## config.mk

```make
export PLATFORM = sky130hd
export DESIGN_NAME = apb_gpio_irq
export DESIGN_NICKNAME = d
export VERILOG_FILES = /design/src/rtl/apb_gpio_irq.sv
export SDC_FILE = /design/constraint.sdc
export NUM_CORES = 1
export LEC_CHECK = 0
export ABC_AREA = 0
export BUFFER_PORTS_ARGS = -buffer_cell sky130_fd_sc_hd__buf_2
export CORE_MARGIN = 3
export CORE_UTILIZATION = 46
export DETAILED_ROUTE_END_ITERATION = 16
export HOLD_SLACK_MARGIN = 0.02
export PLACE_DENSITY_LB_ADDON = 0.3
export SYNTH_ARGS = -nofsm -noshare
export SYNTH_HDL_FRONTEND = slang
export SYNTH_SLANG_ARGS = --single-unit
```

## constraint.sdc

```tcl
create_clock -name clk -period 1.3 [get_ports clk]
set_clock_uncertainty 0.05 [all_clocks]
set_input_delay 0.195 -clock clk [delete_from_list [all_inputs] [get_ports clk]]
set_output_delay 0.195 -clock clk [all_outputs]
set_load 0.01 [all_outputs]
```

## src/rtl/apb_gpio_irq.sv

```systemverilog
// apb_gpio_irq: APB3 GPIO with direction, atomic set/clear output writes and edge interrupts.
// PADDR carries one bit above the 0x00-0x1C window so that 0x20+ accesses can be flagged with PSLVERR.
module apb_gpio_irq #(
   parameter int WIDTH       = 8,
   parameter int SYNC_STAGES = 2
) (
   input  logic             clk,
   input  logic             reset,
   input  logic [5:0]       PADDR,
   input  logic             PSEL,
   input  logic             PENABLE,
   input  logic             PWRITE,
   input  logic [31:0]      PWDATA,
   output logic [31:0]      PRDATA,
   output logic             PREADY,
   output logic             PSLVERR,
   input  logic [WIDTH-1:0] gpio_in,
   output logic [WIDTH-1:0] gpio_out,
   output logic [WIDTH-1:0] gpio_oe,
   output logic             irq
);
   logic [SYNC_STAGES-1:0][WIDTH-1:0] sync_q;
   logic [WIDTH-1:0] prev_q, dir_q, odr_q, rise_en_q, fall_en_q, status_q;
   logic [WIDTH-1:0] dir_d, odr_d, rise_en_d, fall_en_d, status_d;
   logic [WIDTH-1:0] sync, wd, w1c, rd_w;
   logic [2:0]       a;
   logic             acc, wr, rd, irq_q;
   logic             unused_bits;

   assign acc         = PSEL & PENABLE;
   assign wr          = acc & PWRITE & ~PADDR[5];
   assign rd          = acc & ~PWRITE & ~PADDR[5];
   assign a           = PADDR[4:2];
   assign wd          = PWDATA[WIDTH-1:0];
   assign sync        = sync_q[SYNC_STAGES-1];
   assign unused_bits = ^{PADDR[1:0], PWDATA};

   always_comb begin
      dir_d     = (wr && a == 3'd0) ? wd : dir_q;
      odr_d     = (wr && a == 3'd1) ? wd :
                  (wr && a == 3'd6) ? (odr_q | wd) :
                  (wr && a == 3'd7) ? (odr_q & ~wd) : odr_q;
      rise_en_d = (wr && a == 3'd3) ? wd : rise_en_q;
      fall_en_d = (wr && a == 3'd4) ? wd : fall_en_q;
      w1c       = (wr && a == 3'd5) ? wd : '0;
      // a fresh enabled edge overrides a same-cycle clear of its bit
      status_d  = (status_q & ~w1c) | (sync & ~prev_q & rise_en_q) | (~sync & prev_q & fall_en_q);
      rd_w      = (a == 3'd0) ? dir_q :
                  (a == 3'd1) ? odr_q :
                  (a == 3'd2) ? sync :
                  (a == 3'd3) ? rise_en_q :
                  (a == 3'd4) ? fall_en_q :
                  (a == 3'd5) ? status_q : '0;
   end

   always_ff @(posedge clk or negedge reset) begin
      if (!reset) begin
         sync_q    <= '0;
         prev_q    <= '0;
         dir_q     <= '0;
         odr_q     <= '0;
         rise_en_q <= '0;
         fall_en_q <= '0;
         status_q  <= '0;
         irq_q     <= 1'b0;
      end else begin
         sync_q    <= {sync_q[SYNC_STAGES-2:0], gpio_in};
         prev_q    <= sync;
         dir_q     <= dir_d;
         odr_q     <= odr_d;
         rise_en_q <= rise_en_d;
         fall_en_q <= fall_en_d;
         status_q  <= status_d;
         irq_q     <= |status_d;
      end
   end

   assign PREADY   = acc;
   assign PSLVERR  = acc & PADDR[5];
   assign PRDATA   = rd ? 32'(rd_w) : 32'd0;
   assign gpio_out = odr_q;
   assign gpio_oe  = dir_q;
   assign irq      = irq_q;
endmodule

```

==> summary.md, run 1 <==
| Metric | Value |
|---|---|
| Status | `complete, but fails checks` |
| Violated checks | `setup timing` |
| Slew Viols, Final | `0` |
| Number of global-route vias before repair | `2659` |
| Final setup margin | `-388.9 ps` |
| Largest net degree at the start of global routing | `66` |
| WHS | `126.1 ps` |
| Hpwl dp | `5839 um` |
| Synth unique cells | `37` |
| First-pass GRT wire length | `13370 um` |
| Worst Path Required | `1050 ps` |
| Setup crit start kind | `flip-flop` |
| F_max | `0.5921 GHz` |
| Crit path max fanout | `2` |
| Drt wl/cell | `17.84 um` |
| # rows | `29` |
| Buffers on Ports | `51` |
| FFs w/ async S/R, synth | `100.0%` |
| WS Path Type | `flip-flop to output port` |
| Htree depth | `3` |
| Min Tclk post-route | `1689 ps` |
| Post-synth EDFFs | `0` |
| Simple logic cell fraction of the synthesized area | `16.44%` |
| Xor/xnor share of the synthesized area | `0%` |
| Cell Area, Synth | `3128 sq um` |
| Vias/cell | `5.690` |
| Ports | `102` |
| Synth-to-Final Area Change | `38.96%` |
| Setup TNS Final | `-2732 ps` |
| Leak | `2.106 nW` |
| Core Area | `6459 sq um` |
| Critical Path AT | `1440 ps` |
| Hold Crit Class | `primary input to flip-flop` |
| Num CTS Buffers | `9` |
| Pwr per Cell Area | `1134 nW/um^2` |
| Seq/Total Area, Yosys | `52.00%` |
| CTS tree | `built` |
| Initial DRC count | `319` |
| Cell count after synthesis | `287` |
| Total Routed Length | `8847 um` |
| Die Wd | `88.46 um` |
| Placer Congestion | `0.8374` |
| Maximum vdd drop | `1039 uV` |
| N_diodes | `0` |
| Post-synthesis compound-gate area fraction | `12.28%` |
| Warnings from Yosys | `0` |
| Gr ovfl total | `0` |
| Layout cells sized above 1 | `44.15%` |
| RSZ-0062 raised after global routing | `true` |
| # DRC | `0` |
| Mux cell area share after synthesis | `11.20%` |
| Final setup vio count | `11` |
| Final Cycle Share | `129.9%` |
| Initial Utilization | `48.43%` |
| Clk buf depth | `2` |
| Avg Cell Area, Syn | `10.90 sq um` |
| Die Y-Extent | `88.46 um` |
| Initial antenna violation count | `0` |
| Tot GR Track Use | `23.33%` |
| Pre-Repair DR Iteration Count | `5` |
| Critical path capture point type | `output port` |
| Die Area | `7825 sq um` |
| Tot Pwr | `4.929 mW` |
| Clk root buf | `clkbuf_8` |
| Primary FF master, synth | `dfrtp_1` |
| Worst-Skew Late Latency | `350 ps` |
| Number of filler cells placed in the layout | `501` |
| TritonCTS Sinks | `65` |
| # nets final | `465` |
| Post-synthesis adder-cell area fraction | `0%` |
| CTS clk-pin slew, worst paths | `80 ps` |
| Post-route ant nets | `0` |
| Max-cap violations | `0` |
| Number of synthesized register bits | `65` |
| Final Hold Fails | `0` |
| Largest family of logic cells by synthesized area | `simple AND/OR/NAND/NOR gates` |
| Total number of vias | `2822` |
-- final timing paths --
| check | startpoint | to | slack, ps | depth (start not counted) |
|---|---|---|---|---|
| max in group asynchronous | reset | rise_en_q[1]$_DFFE_PN0P_ | 580 | 3 |
| min reg2reg | sync_q[2]$_DFF_PN0_ | sync[2]$_DFF_PN0_ | 300 | 0 |
| max reg2reg | status_q[2]$_DFF_PN0_ | irq$_DFF_PN0_ | -320 | 4 |
| max | status_q[2]$_DFF_PN0_ | PRDATA[2] | -390 | 7 |
| min in group asynchronous | reset | gpio_oe[7]$_DFFE_PN0P_ | 330 | 3 |
| min | PWDATA[2] | rise_en_q[2]$_DFFE_PN0P_ | 130 | 2 |
-- through the flow --
stage | instances | util (%) | instance area (sq um) | setup slack [ps]
floorplan | 310 | - | 3292 | -109.9
global placement | 455 | 59.51 | 3844 | -259.3
detailed placement | 455 | 59.51 | 3844 | -293.4
CTS | 487 | 65.54 | 4233 | -381.0
global route | 496 | 67.30 | 4347 | -471.0
finish | 496 | 67.30 | 4347 | -388.9
-- area by class of cell --
| cell class | count | area [sq um] | share of cell area, % |
|---|---|---|---|
| Sequential cell | 65 | 1627 | 37.42 |
| Multi-Input combinational cell | 208 | 1466 | 33.74 |
| Timing Repair Buffer | 130 | 939.7 | 21.62 |
| Clock buffer | 9 | 123.9 | 2.850 |
| Tap cell | 77 | 96.34 | 2.216 |
| Clock inverter | 7 | 93.84 | 2.159 |
-- routing by layer --
layer	global-route usage (%)	share of wire, %	vias to the layer above
li1	-	-	1250
met1	29.58	42	1393
met2	39.29	49	157
met3	3.166	6.3	22
met4	11.54	2.6	0
met5	0	0	-
-- cell usage after synthesis, drive strengths merged (9+ instances only) --
cell | instances | area [sq um]
buf | 32 | 230.2
dfrtp | 65 | 1627
mux2 | 24 | 270.3
nand2 | 18 | 75.07
nand2b | 9 | 56.30
nand4 | 9 | 56.30
nor2 | 27 | 101.4
nor4 | 9 | 56.30
o21ai | 17 | 85.08
-- power breakdown --
group          internal [mW]  switching (mW)  total, mW  leakage (nW)
Sequential              2.17           0.121       2.30         0.790
Clock                   1.08           0.821       1.90         0.106
Combinational          0.349           0.386      0.735          1.21
Total                   3.60            1.33       4.93          2.11
-- worst max-delay path, cell delays in order, from the launching register on --
cell	delay, ps
dfrtp_1	390
buf_6	130
mux2i_1	120
nand2_1	60
o21ai_1	80
buf_4	130
nor4_4	30
buf_2	140
-- cell families after synthesis --
group | count (synthesis)
buf+inv | 37
simple gates | 94
other cells | 1
compound gates | 58
flops | 65
mux | 32
-- layout by cell type (no fill, tap or decap), types with 2 or more instances in the layout --
cell	count
buf_4	61
a211oi_1	8
clkinv_2	2
buf_12	4
a21o_1	8
nand2b_4	2
o21ai_2	6
clkinvlp_4	2
o21ai_1	2
nand3b_1	8
conb_1	24
nand2_1	17
nor4_2	7
nor2_1	26
a21oi_1	8
mux2i_1	8
bufinv_16	2
dlygate4sd3_1	9
clkbuf_8	9
nand4_1	9
dfrtp_1	65
buf_6	5
nand2b_1	7
o211ai_1	7
mux2_2	24
o22a_1	8
nand3_2	2
nand3_1	2
buf_2	51
o21ai_0	9
-- repair_timing --
item,CTS,global route
buffers inserted,7,9
pin swaps,1,1
cloned,0,0
endpoints found under the setup margin,9,11
hold endpoints to repair,73,0
resized for setup,13,9
hold buffers,9,0
Note: power is estimated with default switching activity, not from simulation.
==> run 2, diff against run 1 <==
GPL_ROUTABILITY_DRIVEN = 0   (was default)
GPL_TIMING_DRIVEN = 0   (was default)
==> run 2 against run 1 <==
  * The run still ends with setup timing left
  * Highest routed layer unchanged
  * Clock power about the same
  * Count of clock-buffer cells in the layout increased by 2
  * Sequential power hardly changed
  * Worst hold slack worse by 7.9 ps
==> summary.md, run 2 (same netlist as run 1, synthesis figures left out) <==
| Metric | Value |
|---|---|
| Status | `complete, but fails checks` |
| Violated checks | `setup timing` |
| Ports | `102` |
| Hpwl dp | `5045 um` |
| Switching Power | `1.227 mW` |
| Slowest stage cell, crit path | `dfrtp_1` |
| # rows | `29` |
| Initial DRC count | `180` |
| Int Power | `3.700 mW` |
| TritonCTS Sinks | `65` |
| Clk buf depth | `2` |
| Final setup vio count | `10` |
| Cell Chain, Critical Path | `o22a_1 -> o21ai_2 -> nor4_4 -> buf_2` |
| Clk root buf | `clkbuf_8` |
| Critical path capture point type | `output port` |
| Vias/cell | `5.388` |
| Htree depth | `3` |
| CP Buf/Inv Count | `1` |
| Post-route ant nets | `0` |
| Hold path start | `PWDATA[5]` |
| Final setup margin | `-280.9 ps` |
| CP top delay family | `flip-flops` |
| Final Cycle Share | `121.6%` |
| Total Routed Length | `7978 um` |
| Tot Pwr | `4.927 mW` |
| CP peak stage delay | `420 ps` |
| Tot GR Track Use | `21.56%` |
| Leak | `2.041 nW` |
| RSZ-0062 raised after global routing | `true` |
| Crit path max fanout | `5` |
| # DRC | `0` |
| Maximum vdd drop | `744.2 uV` |
| Number of global-route vias before repair | `2420` |
| Buffers on Ports | `51` |
| Pwr per Cell Area | `1155 nW/um^2` |
| WHS | `118.3 ps` |
| Die Area | `7825 sq um` |
| Largest net degree at the start of global routing | `66` |
| Die Wd | `88.46 um` |
| Critical Path AT | `1340 ps` |
| Gr ovfl total | `0` |
| Min Tclk post-route | `1581 ps` |
| Core Area | `6459 sq um` |
| Worst-Skew Late Latency | `340 ps` |
| FF-to-FF Start | `status_q[2]$_DFF_PN0_` |
| Layout cells sized above 1 | `43.49%` |
| # nets final | `455` |
| Clock power share | `38.4%` |
| Commonest non-fill, non-tap cell in the layout | `dfrtp_1` |
| Max-cap violations | `0` |
| F_max | `0.6325 GHz` |
| Initial antenna violation count | `0` |
| Drt wl/cell | `16.48 um` |
| Synth-to-Final Area Change | `36.44%` |
| Power share of the sequential group | `46.2%` |
| Slew headroom | `45.90%` |
| WS Path Type | `flip-flop to output port` |
| Util after Layout | `66.08%` |
| Hold Crit Class | `primary input to flip-flop` |
| Pre-Repair DR Iteration Count | `5` |
| Final Hold Fails | `0` |
| Die Y-Extent | `88.46 um` |
| Initial Utilization | `48.43%` |
| CTS tree | `built` |
| Total number of vias | `2608` |
| Least-Margin Pin Slew | `811.5 ps` |
| Logic pwr share | `15.3%` |
| Worst Path Required | `1050 ps` |
| Slew Viols, Final | `0` |
| Sw Ratio | `24.91%` |
| Setup crit start kind | `flip-flop` |
| Most frequent cells in the layout | `dfrtp_1, buf_4, buf_2, nor2_1` |
| First-pass GRT wire length | `12540 um` |
| CTS clk-pin slew, worst paths | `70 ps` |
| N_diodes | `0` |
| Num CTS Buffers | `9` |
## run 2: changes by cell type in the layout (fill, tap and decap cells not counted), sizes merged
| cell | before | now |
|---|---|---|
| inv | 1 | 0 |
| clkinvlp | 2 | 0 |
| clkbuf | 9 | 13 |
| clkinv | 2 | 1 |
| buf | 121 | 109 |
## run 2: worst reg2reg max path: cells and delay by family, from the launching register on
kind / cells / cell delay (ps)
flip-flops: 1 / 410
AO/OA/AOI/OAI: 1 / 210
AND/OR/NAND/NOR: 2 / 730
## run 2: per-layer routing
metal | routed length (um) | track usage, % | vias up
li1 | - | - | 1226
met1 | 3445 | 29.89 | 1256
met2 | 3841 | 34.33 | 112
met3 | 615 | 5.773 | 14
met4 | 76 | 4.670 | 0
met5 | 0 | 0 | -
## run 2: power by group through the flow
stage	logic [mW]	registers, mW	clock network, mW
floorplan	0.405	2.31	0
global placement	0.625	2.31	0
detailed placement	0.641	2.32	0
CTS	0.727	2.28	1.93
global route	0.832	2.30	2.02
finish	0.755	2.28	1.89
## run 2: what timing repair did
| action | CTS | global route |
|---|---|---|
| buffers inserted | 18 | 8 |
| gates resized for setup | 28 | 6 |
| hold endpoints to repair | 73 | 0 |
| endpoints found under the setup margin | 17 | 19 |
| pin swaps | 9 | 3 |
| hold buffers | 9 | 0 |
## run 2: final cells by class
cell class,instances,area [sq um]
Sequential cell,65,1627
Fill cell,528,2191
Multi-Input combinational cell,208,1484
Timing Repair Buffer,86,568.0
Tap cell,77,96.34
Clock buffer,11,151.4
Buffer,34,276.5
Clock inverter,3,65.06
## run 2: path summary, 6_finish.rpt
path	endpoint	slack [ps]	depth (start not counted)
min in group asynchronous	prev_q[1]$_DFF_PN0_	450	2
max in group asynchronous	sync_q[4]$_DFF_PN0_	230	2
hold / removal	fall_en_q[5]$_DFFE_PN0P_	120	2
hold reg to reg	sync[4]$_DFF_PN0_	300	0
setup reg to reg	irq$_DFF_PN0_	-250	3
setup / recovery	PRDATA[2]	-280	4
## run 2: through the flow
step           TNS [ps]  cell area (sq um)  setup WS, ps  instances
3_5_place_dp     -15780               3646        -547.4        438
4_1_cts           -2176               4167        -291.5        476
5_1_grt           -2795               4268        -375.1        484
2_1_floorplan     -1080               3292        -109.9        310
6_report          -2137               4268        -280.9        484
3_3_place_gp     -31500               3643        -539.1        438
==> run 3, diff against run 2 <==
CORE_UTILIZATION = 51   (was 46)
clock period = 1.73 ns   (was 1.3 ns; I/O delays follow)
==> run 3 against run 2 <==
  * The run still ends with setup timing left
  * Register-to-register slack improved by 410 ps
  * Cell area shrank 6.2%
  * Combinational power fell by 30%
  * Highest routed layer unchanged
  * Flip-flop and latch count unchanged
  * Sequential power decreased by 25%
  * First-iteration DRC count is 35% higher
  * Worst hold slack better by 66 ps
  * Wire length shrank 4.0%
  * Count of clock-buffer cells in the layout grew 1
  * Via count down 2.0%
==> summary.md, run 3 (same netlist as run 1, synthesis figures left out) <==
| Metric | Value |
|---|---|
| Critical Path AT | `1430 ps` |
| Post-placement cell area | `3562 sq um` |
| Slowest stage cell, crit path | `dfrtp_2` |
| Num CTS Buffers | `9` |
| Number of filler cells placed in the layout | `451` |
| Most frequent cells in the layout | `dfrtp_1, buf_2, buf_4, nor2_1` |
| Slew headroom | `46.92%` |
| Clock power share | `33.1%` |
| CP top delay family | `flip-flops` |
| Min Tclk post-route | `1736 ps` |
| TritonCTS Sinks | `65` |
| Finished Cell Area | `4003 sq um` |
| Critical path capture point type | `output port` |
| Violated checks | `setup timing` |
| Final Cycle Share | `100.4%` |
| Number of global-route vias before repair | `2494` |
| Final setup margin | `-6.481 ps` |
| N_diodes | `0` |
| Synth-to-Final Area Change | `27.96%` |
| WS Path Type | `flip-flop to output port` |
| F_max | `0.5759 GHz` |
| Post-route ant nets | `0` |
| Final Hold Fails | `0` |
| Die Area | `7109 sq um` |
| Leak | `1.899 nW` |
| WHS | `184.7 ps` |
| # rows | `27` |
| CTS clk-pin slew, worst paths | `70 ps` |
| Hold path depth | `2` |
| Total number of vias | `2557` |
| Logic pwr share | `15.8%` |
| Worst-Skew Late Latency | `340 ps` |
| Initial Utilization | `54.79%` |
| Initial DRC count | `243` |
| Gr ovfl total | `0` |
| Pwr per Cell Area | `839.7 nW/um^2` |
| Int Power | `2.433 mW` |
| Sw Ratio | `27.61%` |
| Total Routed Length | `7662 um` |
| Cell Chain, Critical Path | `o22a_1 -> o21ai_2 -> nor4_4 -> buf_2` |
| Htree depth | `3` |
| Clk buf depth | `2` |
| CTS tree | `built` |
| Drt wl/cell | `16.66 um` |
| Buffers on Ports | `51` |
| Die Y-Extent | `84.32 um` |
| Core Area | `5709 sq um` |
| Max-cap violations | `0` |
| Hold Crit Class | `primary input to flip-flop` |
| Power share of the sequential group | `51.1%` |
| Layout cells sized above 1 | `37.37%` |
| RSZ-0062 raised after global routing | `true` |
| Depth of the most critical reg-to-reg path | `3` |
| Hpwl dp | `5031 um` |
| CP peak stage delay | `400 ps` |
| Tot Pwr | `3.361 mW` |
| First-pass GRT wire length | `12160 um` |
| Post-route insts no fill | `460` |
| Status | `complete, but fails checks` |
| # nets final | `435` |
| Worst Path Required | `1420 ps` |
| Inst Count DP | `433` |
| Commonest non-fill, non-tap cell in the layout | `dfrtp_1` |
| Least-Margin Pin Slew | `796.1 ps` |
| Switching Power | `0.9280 mW` |
| # DRC | `0` |
| Die Wd | `84.32 um` |
| Cell count along the critical path | `4` |
| CP Buf/Inv Count | `1` |
| Final setup vio count | `2` |
| Clk root buf | `clkbuf_8` |
| Largest net degree at the start of global routing | `66` |
| Vias/cell | `5.559` |
| Initial antenna violation count | `0` |
| Crit path max fanout | `4` |
| Pre-Repair DR Iteration Count | `4` |
| Ports | `102` |
| Tot GR Track Use | `22.24%` |
| Slew Viols, Final | `0` |
| Maximum vdd drop | `656.0 uV` |
| Setup crit start kind | `flip-flop` |
| Area of the multi-input gates | `1464 sq um` |
| Register area | `1629 sq um` |
| Util after Layout | `70.11%` |
| Worst R2R Setup Slack | `160 ps` |
[run 3: cell count changes in the layout (fill, tap and decap cells not counted), sizes merged]
cell | before | now
clkbuf | 13 | 14
clkinvlp | 0 | 1
clkinv | 1 | 2
bufinv | 2 | 0
buf | 109 | 89
[run 3: stage by stage]
stage | setup WS, ps | setup TNS, ps
global placement | -252.3 | -2433
detailed placement | -302.8 | -2529
finish | -6.481 | -11.84
global route | -80.05 | -464.6
CTS | -20.32 | -31.38
floorplan | 253.6 | 0
[run 3: path summary, 6_finish.rpt]
| path | startpoint | end |
|---|---|---|
| max reg2reg | status_q[2]$_DFF_PN0_ | irq$_DFF_PN0_ |
| max in group asynchronous | reset | asynchronous set/reset pin |
| min | PWDATA[5] | fall_en_q[5]$_DFFE_PN0P_ |
| min reg2reg | sync_q[0]$_DFF_PN0_ | sync[0]$_DFF_PN0_ |
| min in group asynchronous | reset | asynchronous set/reset pin |
| max | flip-flop | PRDATA[1] |
[run 3: layout make-up]
cell class | count | area share (%)
plain buffers | 34 | 6.596
clock buffers | 12 | 3.626
clock inverters | 3 | 0.4376
multi-input cells | 208 | 36.57
flip-flops and latches | 65 | 40.70
well taps | 72 | 2.251
repair buffers | 66 | 9.816
[run 3: repair_timing]
action                                  in CTS  in global routing
hold buffers                                 9                  0
endpoints found under the hold margin       73                  0
pin swaps                                    0                  5
endpoints found under the setup margin       8                  8
resized for setup                           10                 31
buffers inserted                             0                  6
[run 3: power groups by stage]
stage / registers (mW) / logic (mW) / clock network (mW)
2_1_floorplan: 1.74 / 0.292 / 0
5_1_grt: 1.73 / 0.585 / 1.18
4_1_cts: 1.72 / 0.488 / 1.12
3_3_place_gp: 1.74 / 0.450 / 0
6_report: 1.72 / 0.530 / 1.11
3_5_place_dp: 1.75 / 0.464 / 0
[run 3: per-layer routing]
metal | up-vias | global-route usage, % | wire length [um]
li1 | 1184 | - | -
met1 | 1224 | 30.03 | 3137
met2 | 138 | 34.07 | 3677
met3 | 11 | 3.631 | 739
met4 | 0 | 12.72 | 107
met5 | - | 0 | 0
